===== src/rtl/porownywanie_pkg.sv =====
// Shared types and helpers for the signed magnitude comparator.
//   DEFAULT_BITS  : default operand width
//   cmp_t         : partial compare result over a bit range {gt, eq}
//   CMP_PAD       : neutral element for the merge tree (never greater, always equal)
//   cmp_merge     : combines a more-significant range (hi) with a less-significant one (lo)
//   cmp_signed_gt : applies the two's-complement sign rule on top of the magnitude result
package porownywanie_pkg;

    localparam int DEFAULT_BITS = 32;

    typedef struct packed {
        logic gt;
        logic eq;
    } cmp_t;

    localparam cmp_t CMP_PAD = '{gt: 1'b0, eq: 1'b1};

    function automatic cmp_t cmp_merge(input cmp_t hi, input cmp_t lo);
        cmp_t r;
        r.gt = hi.gt | (hi.eq & lo.gt);
        r.eq = hi.eq & lo.eq;
        return r;
    endfunction

    // Differing signs decide on their own (non-negative wins); equal signs
    // fall back to the unsigned compare of the remaining magnitude bits.
    function automatic logic cmp_signed_gt(input logic sign_a, input logic sign_b,
                                           input cmp_t mag);
        logic r;
        if (sign_a != sign_b) r = ~sign_a;
        else                  r = mag.gt;
        return r;
    endfunction

endpackage


===== src/rtl/porownywanie_cell.sv =====
// One-bit leaf of the comparator tree.
//   a, b : one magnitude bit of each operand
//   res  : {gt = a>b, eq = a==b} for this bit
module porownywanie_cell
    import porownywanie_pkg::*;
(
    input  logic a,
    input  logic b,
    output cmp_t res
);

    assign res.gt = a & ~b;
    assign res.eq = ~(a ^ b);

endmodule


===== src/rtl/porownywanie_unit.sv =====
// Registered signed magnitude comparator: o_result = signed(A) > signed(B),
// one clock of latency, new operand pair accepted every cycle.
// There is no handshake: every rising edge with i_rst=0 captures a result
// from whatever is on the operand ports; a reset edge forces the flag to 0.
//   i_clk    : clock, rising edge
//   i_rst    : synchronous active-high reset
//   i_argA   : operand A, signed two's complement
//   i_argB   : operand B, signed two's complement
//   o_result : registered flag, 1 iff A > B (signed)
module porownywanie_unit
    import porownywanie_pkg::*;
#(
    parameter int BITS = DEFAULT_BITS
) (
    input  logic            i_clk,
    input  logic            i_rst,
    input  logic [BITS-1:0] i_argA,
    input  logic [BITS-1:0] i_argB,
    output logic            o_result
);

    // Magnitude bits are [BITS-2:0]; the tree is padded up to a power of two.
    localparam int N      = BITS - 1;
    localparam int LEVELS = (N > 1) ? $clog2(N) : 0;
    localparam int P      = 1 << LEVELS;

    // Heap layout: node[0] is the root, children of k are 2k+1 (more
    // significant) and 2k+2. Leaf i sits at P-1+i and holds bit N-1-i so
    // the left-to-right leaf order runs from MSB down to LSB.
    cmp_t node [2*P-1];

    for (genvar i = 0; i < P; i++) begin : g_leaf
        if (i < N) begin : g_cell
            porownywanie_cell u_cell (
                .a   (i_argA[N-1-i]),
                .b   (i_argB[N-1-i]),
                .res (node[P-1+i])
            );
        end else begin : g_pad
            // Pads land below bit 0, where the neutral value cannot change the outcome.
            assign node[P-1+i] = CMP_PAD;
        end
    end

    for (genvar k = 0; k < P-1; k++) begin : g_merge
        assign node[k] = cmp_merge(node[2*k+1], node[2*k+2]);
    end

    logic gt_next;

    always_comb begin
        gt_next = cmp_signed_gt(i_argA[BITS-1], i_argB[BITS-1], node[0]);
    end

    always_ff @(posedge i_clk) begin
        if (i_rst) o_result <= 1'b0;
        else       o_result <= gt_next;
    end

endmodule


===== config.mk =====
export PLATFORM = sky130hd
export DESIGN_NAME = porownywanie_unit
export DESIGN_NICKNAME = d
export VERILOG_FILES = /design/src/rtl/porownywanie_pkg.sv /design/src/rtl/porownywanie_cell.sv /design/src/rtl/porownywanie_unit.sv
export SDC_FILE = /design/constraint.sdc
export NUM_CORES = 1
export LEC_CHECK = 0
export ABC_CLOCK_PERIOD_IN_PS = 2900
export CORE_MARGIN = 2
export CORE_UTILIZATION = 30
export CTS_CLUSTER_SIZE = 28
export DETAILED_ROUTE_END_ITERATION = 10
export GPL_TIMING_DRIVEN = 0
export PLACE_DENSITY_LB_ADDON = 0.2
export SETUP_SLACK_MARGIN = 0.2
export SYNTH_ARGS = -nofsm -noshare
export SYNTH_HDL_FRONTEND = slang
export SYNTH_SLANG_ARGS = --single-unit
export TNS_END_PERCENT = 100

===== constraint.sdc =====
create_clock -name i_clk -period 2.9 [get_ports i_clk]
set_clock_uncertainty 0.15 [all_clocks]
set_input_delay 0.87 -clock i_clk [delete_from_list [all_inputs] [get_ports i_clk]]
set_output_delay 0.87 -clock i_clk [all_outputs]
set_load 0.02 [all_outputs]

After elaboration in Yosys (flattened, before gate mapping)
Cells that the tools add are included.
Cells by class
  add/subtract/negate cells: 0
  multipliers: 0
  div/mod/pow operators: 0
  $lt $le $gt $ge: 0
  equality and inequality tests: 1
  shift-type cells: 0
  muxes and demuxes: 1
  bitwise operators: 209
  reductions and logical operators: 0
Operator list (number)
  AND 1 bit: 87
  inverter 1 bit: 62
  OR 1 bit: 30
  bitwise XOR 1 bit: 30
  two-way mux 1 bit: 1
  inequality test 1 bit: 1
Word-level totals
  register bits: 1
  bits in latches: 0
  memory bits (writable): 0
  bits in read-only memories: 0
  input port bits: 66
  output and inout port bits: 1
  word-level logic and storage cells: 212
  memories kept: 0

Longest topological paths before layout
  depth after elaboration: 12
  depth in mapped cells: 7
  gate-level depth less buffers: 7

Hierarchy
From an unflattened synthesis, not the netlist that was laid out.
Second synthesis, totals
  cells, all modules: 110
  area total of the unflattened synthesis: 798.3 µm²
By module, submodules not included
  porownywanie_cell: times used 31, cells each 2, area an instance 16.3 µm², seq. area each 0.0 µm²
  porownywanie_unit: times used 1, cells each 48, area an instance 294.0 µm², seq. area each 20.0 µm²

Worst setup path after synthesis
Ideal clock, no wire load.
  path kind: input to register
  start: input port i_argB[29]
  end: register o_result
  library setup time: 136 ps
  arrival time: 2058 ps
  required time: 2614 ps
  slack: 556 ps
  cell stages on the path: 7
  buffers on the path: 0
  path through: inv_1 -> ha_1 -> a21oi_1 -> nand2_1 -> a221o_1 -> a2111oi_2 -> a221oi_2
On the way
  longest elaborated chain between the ends: 9
  elaborated cells on any way between the ends: 19
  classes of those cells: 1 x mux; 18 x bitwise
RTL lines
  start: declaration: RTL line porownywanie_unit.sv:18  | input logic [BITS-1:0] i_argB,
  inverter 1 bit or bitwise XOR 1 bit (tied branches): RTL line porownywanie_cell.sv:12, porownywanie_cell.sv:13
  AND 1 bit or inverter 1 bit (tied branches): RTL line porownywanie_cell.sv:12, porownywanie_cell.sv:13
  AND 1 bit, on equally long branches: RTL line porownywanie_pkg.sv:20, porownywanie_pkg.sv:21
  OR 1 bit (tied with other cells) (3 in series): RTL line porownywanie_pkg.sv:20  | r.gt = hi.gt | (hi.eq & lo.gt);
  OR 1 bit or AND 1 bit (tied branches): RTL line porownywanie_pkg.sv:20
  OR 1 bit (*): RTL line porownywanie_pkg.sv:20
  two-way mux 1 bit (*): RTL line porownywanie_pkg.sv:30  | if (sign_a != sign_b) r = ~sign_a;
  end signal: assignment: RTL line porownywanie_unit.sv:57  | else o_result <= gt_next;
  end: declaration: RTL line porownywanie_unit.sv:19  | output logic o_result
Every way passes the cells marked *; elsewhere a longest branch is shown, timed or not.
A chain may end at the register's enable or synchronous reset.

Final worst setup path
  start: input port i_argA[8]
  end: register o_result
On the way
  longest elaborated chain between the ends: 12
  elaborated cells on any way between the ends: 17
  classes of those cells: 1 x mux; 16 x bitwise
RTL lines
  start: declaration: RTL line porownywanie_unit.sv:17  | input logic [BITS-1:0] i_argA,
  bitwise XOR 1 bit: RTL line porownywanie_cell.sv:13  | assign res.eq = ~(a ^ b);
  inverter 1 bit: RTL line porownywanie_cell.sv:13
  AND 1 bit: RTL line porownywanie_pkg.sv:20
  OR 1 bit: RTL line porownywanie_pkg.sv:20
  AND 1 bit: RTL line porownywanie_pkg.sv:20
  OR 1 bit: RTL line porownywanie_pkg.sv:20
  AND 1 bit: RTL line porownywanie_pkg.sv:20
  OR 1 bit: RTL line porownywanie_pkg.sv:20
  OR 1 bit (*): RTL line porownywanie_pkg.sv:20
  AND 1 bit (*): RTL line porownywanie_pkg.sv:20
  OR 1 bit (*): RTL line porownywanie_pkg.sv:20
  two-way mux 1 bit (*): RTL line porownywanie_pkg.sv:30
Marks and branches as above.

==> results.rst <==
.. list-table::
   :header-rows: 1

   * - Metric
     - Value
   * - Area of combinational cells with multiple inputs
     - 952.2 um2
   * - Count of fill cells added during filler insertion
     - slightly below 200
   * - Largest net degree at the start of global routing
     - 4
   * - Post-Syn Area per Cell
     - between 7 and 8 um2
   * - Number of nets with antenna violations after detailed routing
     - 0
   * - Cell area after technology mapping
     - a little under 800 um2
   * - CP max-delay cell
     - clkdlybuf4s50_1
   * - RSZ-0062 raised after global routing
     - false
   * - CP required
     - 2.66 ns
   * - Sequential-to-total area share from yosys stat
     - ~2.5%
   * - Row cnt
     - 18
   * - Power consumption
     - 0.2391 mW
   * - Final critical delay including setup and external delays
     - 2.656 ns
   * - Antenna diode instance count
     - 0
   * - # DRC
     - 0
   * - Starting Density
     - about a third
   * - PnR worst setup slack
     - 0.2444 ns
   * - Leakage Power
     - 1.066 nW
   * - Largest delay contributor family on the critical path
     - compound AO/OA/AOI/OAI gates
   * - Power density over the cells
     - 128.6 nW/um2
   * - Max FO, Critical Path
     - 2
   * - Via count
     - 1004
   * - First-pass GRT wire length
     - 4.271 mm
   * - Layout Cell Area excl Fill
     - between 1500 and 2000 um2
   * - Number of global-route vias before repair
     - 1102
   * - Estimated wirelength of the detail-placed design
     - 2.055 mm
   * - Global Route Usage Sum
     - 16.04%
   * - Layout Area Growth over Synthesis
     - 133.6%
   * - Hold Violations, Final
     - 0
   * - Proportion of synthesized flip-flops having asynchronous set or reset
     - 0%
   * - Setup crit end kind
     - flop
   * - GR peak layer
     - met2
   * - Global-route track usage on met2
     - 36.22%
   * - Port-buffer cells
     - 66
   * - Total of max-cap violations
     - 0
   * - Die Area
     - 3080 um2
   * - Number of synthesized register bits
     - 1
   * - Max reg flops
     - 1
   * - Number of buffers and inverters on the critical path
     - 1
   * - Final Slew Violations
     - 0
   * - Met3 usage in global routing
     - 2.108%
   * - Placed instance area
     - ~1500 um2
   * - Worst min-delay path category
     - in -> reg
   * - Yosys warns
     - 0
   * - Synth cell types
     - 19
   * - Syn Nets
     - 202
   * - Die Height
     - approximately 56 um
   * - Max-Slew Margin vs Limit
     - between 70% and 80%
   * - Post-Route Utilization
     - 74.37%
   * - Kind of critical path
     - in -> reg
   * - Transition time at the pin with the least slew margin
     - 0.3296 ns
   * - Post-synthesis instance total
     - 106
   * - Total detailed-routing wirelength
     - 2.863 mm
   * - Clock-pin slew of the registers on the worst-case setup and hold paths
     - 0 ns
   * - Number of nets in the layout
     - 270
   * - First drt pass iteration count
     - 4
   * - Final weighted congestion in routability-driven placement
     - roughly 0.77
   * - Setup TNS after final layout
     - 0 ns
   * - Post-CTS setup buffer count
     - 0
   * - Crit path launch type
     - input port
   * - Register area
     - 20.02 um2
   * - Routed wirelength normalized by instance count
     - roughly 14 um
   * - Number of top-level design ports
     - 67
   * - Share of layout cells above drive strength 1
     - 29.65%
   * - Post-synth top flop
     - dfxtp_1
   * - Register with the most flip-flops
     - o_result
   * - Antenna violations before repair
     - 0
   * - Largest registers ranked by flip-flop count
     - o_result (1)
   * - Pre-CTS setup slack
     - -0.02100 ns
   * - Peak supply drop
     - 0.09682 mV
   * - Fraction of met1 tracks used by global routing
     - approximately 15%
   * - CP cell instances
     - clkdlybuf4s50_1 > ha_4 > nand4_1 > a311oi_2 > o311ai_2 > a221oi_2
   * - FMAX
     - 376.6 MHz
   * - Portion of the clock cycle consumed by the worst path in the final layout
     - about nine tenths
   * - Number of flops mapped to enable cells by yosys
     - 0
   * - Final setup vio count
     - 0
   * - Result of the run
     - finished, final reports clean
   * - GR Overflow Total
     - 0
   * - Number of vias per cell after detailed routing
     - 4.970
   * - Peak per-stage delay on the critical path
     - around 0.47 ns
   * - Arr. time, crit path
     - about 2.4 ns
   * - Die Span X
     - 55.50 um
   * - Std-Cell Core Area
     - 2500 um2
   * - First-iteration detailed-routing DRC count
     - 12
## Yosys cell counts (2+ instances only)
library cell / number / area (um2)
o21ai_0: 2 / 10.01
a21o_1: 4 / 30.03
nand2_1: 4 / 15.01
nand3_1: 5 / 25.02
a21oi_1: 12 / 60.06
nand4_1: 6 / 37.54
ha_1: 30 / 375.4
inv_1: 32 / 120.1
## cell usage in the layout, fill, tap and decap left out, types with 3 or more instances in the layout
cell / netlist / final
a21o_1: 4 / 4
a21oi_1: 12 / 9
a21oi_2: 0 / 3
clkdlybuf4s50_1: 0 / 22
dlygate4sd2_1: 0 / 11
dlymetal6s2s_1: 0 / 33
ha_1: 30 / 9
ha_4: 0 / 21
inv_1: 32 / 13
inv_2: 0 / 19
nand2_1: 4 / 4
nand3_1: 5 / 5
nand4_1: 6 / 6
## timing repair
| item | CTS | global route |
|---|---|---|
| hold buffers | 0 | 0 |
| pin swaps | 15 | 21 |
| endpoints found under the setup margin | 1 | 1 |
| gates resized for setup | 31 | 61 |
## area by class of cell
cell class                      instances  share of cell area [%]
Tap cell                               30                   2.019
Sequential cell                         1                   1.077
Timing Repair Buffer                   66                   39.23
Multi-Input combinational cell         73                   51.21
Inverter                               32                   6.460
## worst paths after layout
| path | from | slack, ns | depth (start not counted) | to |
|---|---|---|---|---|
| max | i_argA[8] | 0.24 | 6 | o_result |
| min | i_rst | 1.32 | 2 | o_result |
## cells by family (layout without fill, tap and decap cells)
family	count (synthesis)	count (layout)	share of synthesized area, %
buffers and inverters	32	98	15.09
and+or+nand+nor	18	18	13.36
DFF	1	1	2.516
adders and majority gates	30	30	47.17
AOI/OAI and AO/OA	25	25	21.86
## layer usage
layer	part of all wire (%)	up-vias
li1	-	506
met1	36	447
met2	57	49
met3	5.8	2
met4	0.94	0
met5	0	-
## stage by stage
| stage | std cells | hold WS, ns |
|---|---|---|
| final | 202 | 1.324 |
| after global routing | 202 | 1.316 |
| after CTS | 202 | 1.288 |
| after detailed placement | 202 | 1.288 |
| after global placement | 202 | 1.281 |
| after floorplan | 106 | 0.7862 |
## power breakdown
group | internal (mW) | total (mW) | switching (mW)
logic | 0.134 | 0.223 | 0.0896
clock network | 0 | 0 | 0
registers | 0.0152 | 0.0156 | 0.000352
No activity file was read; power rests on OpenSTA's default activity.
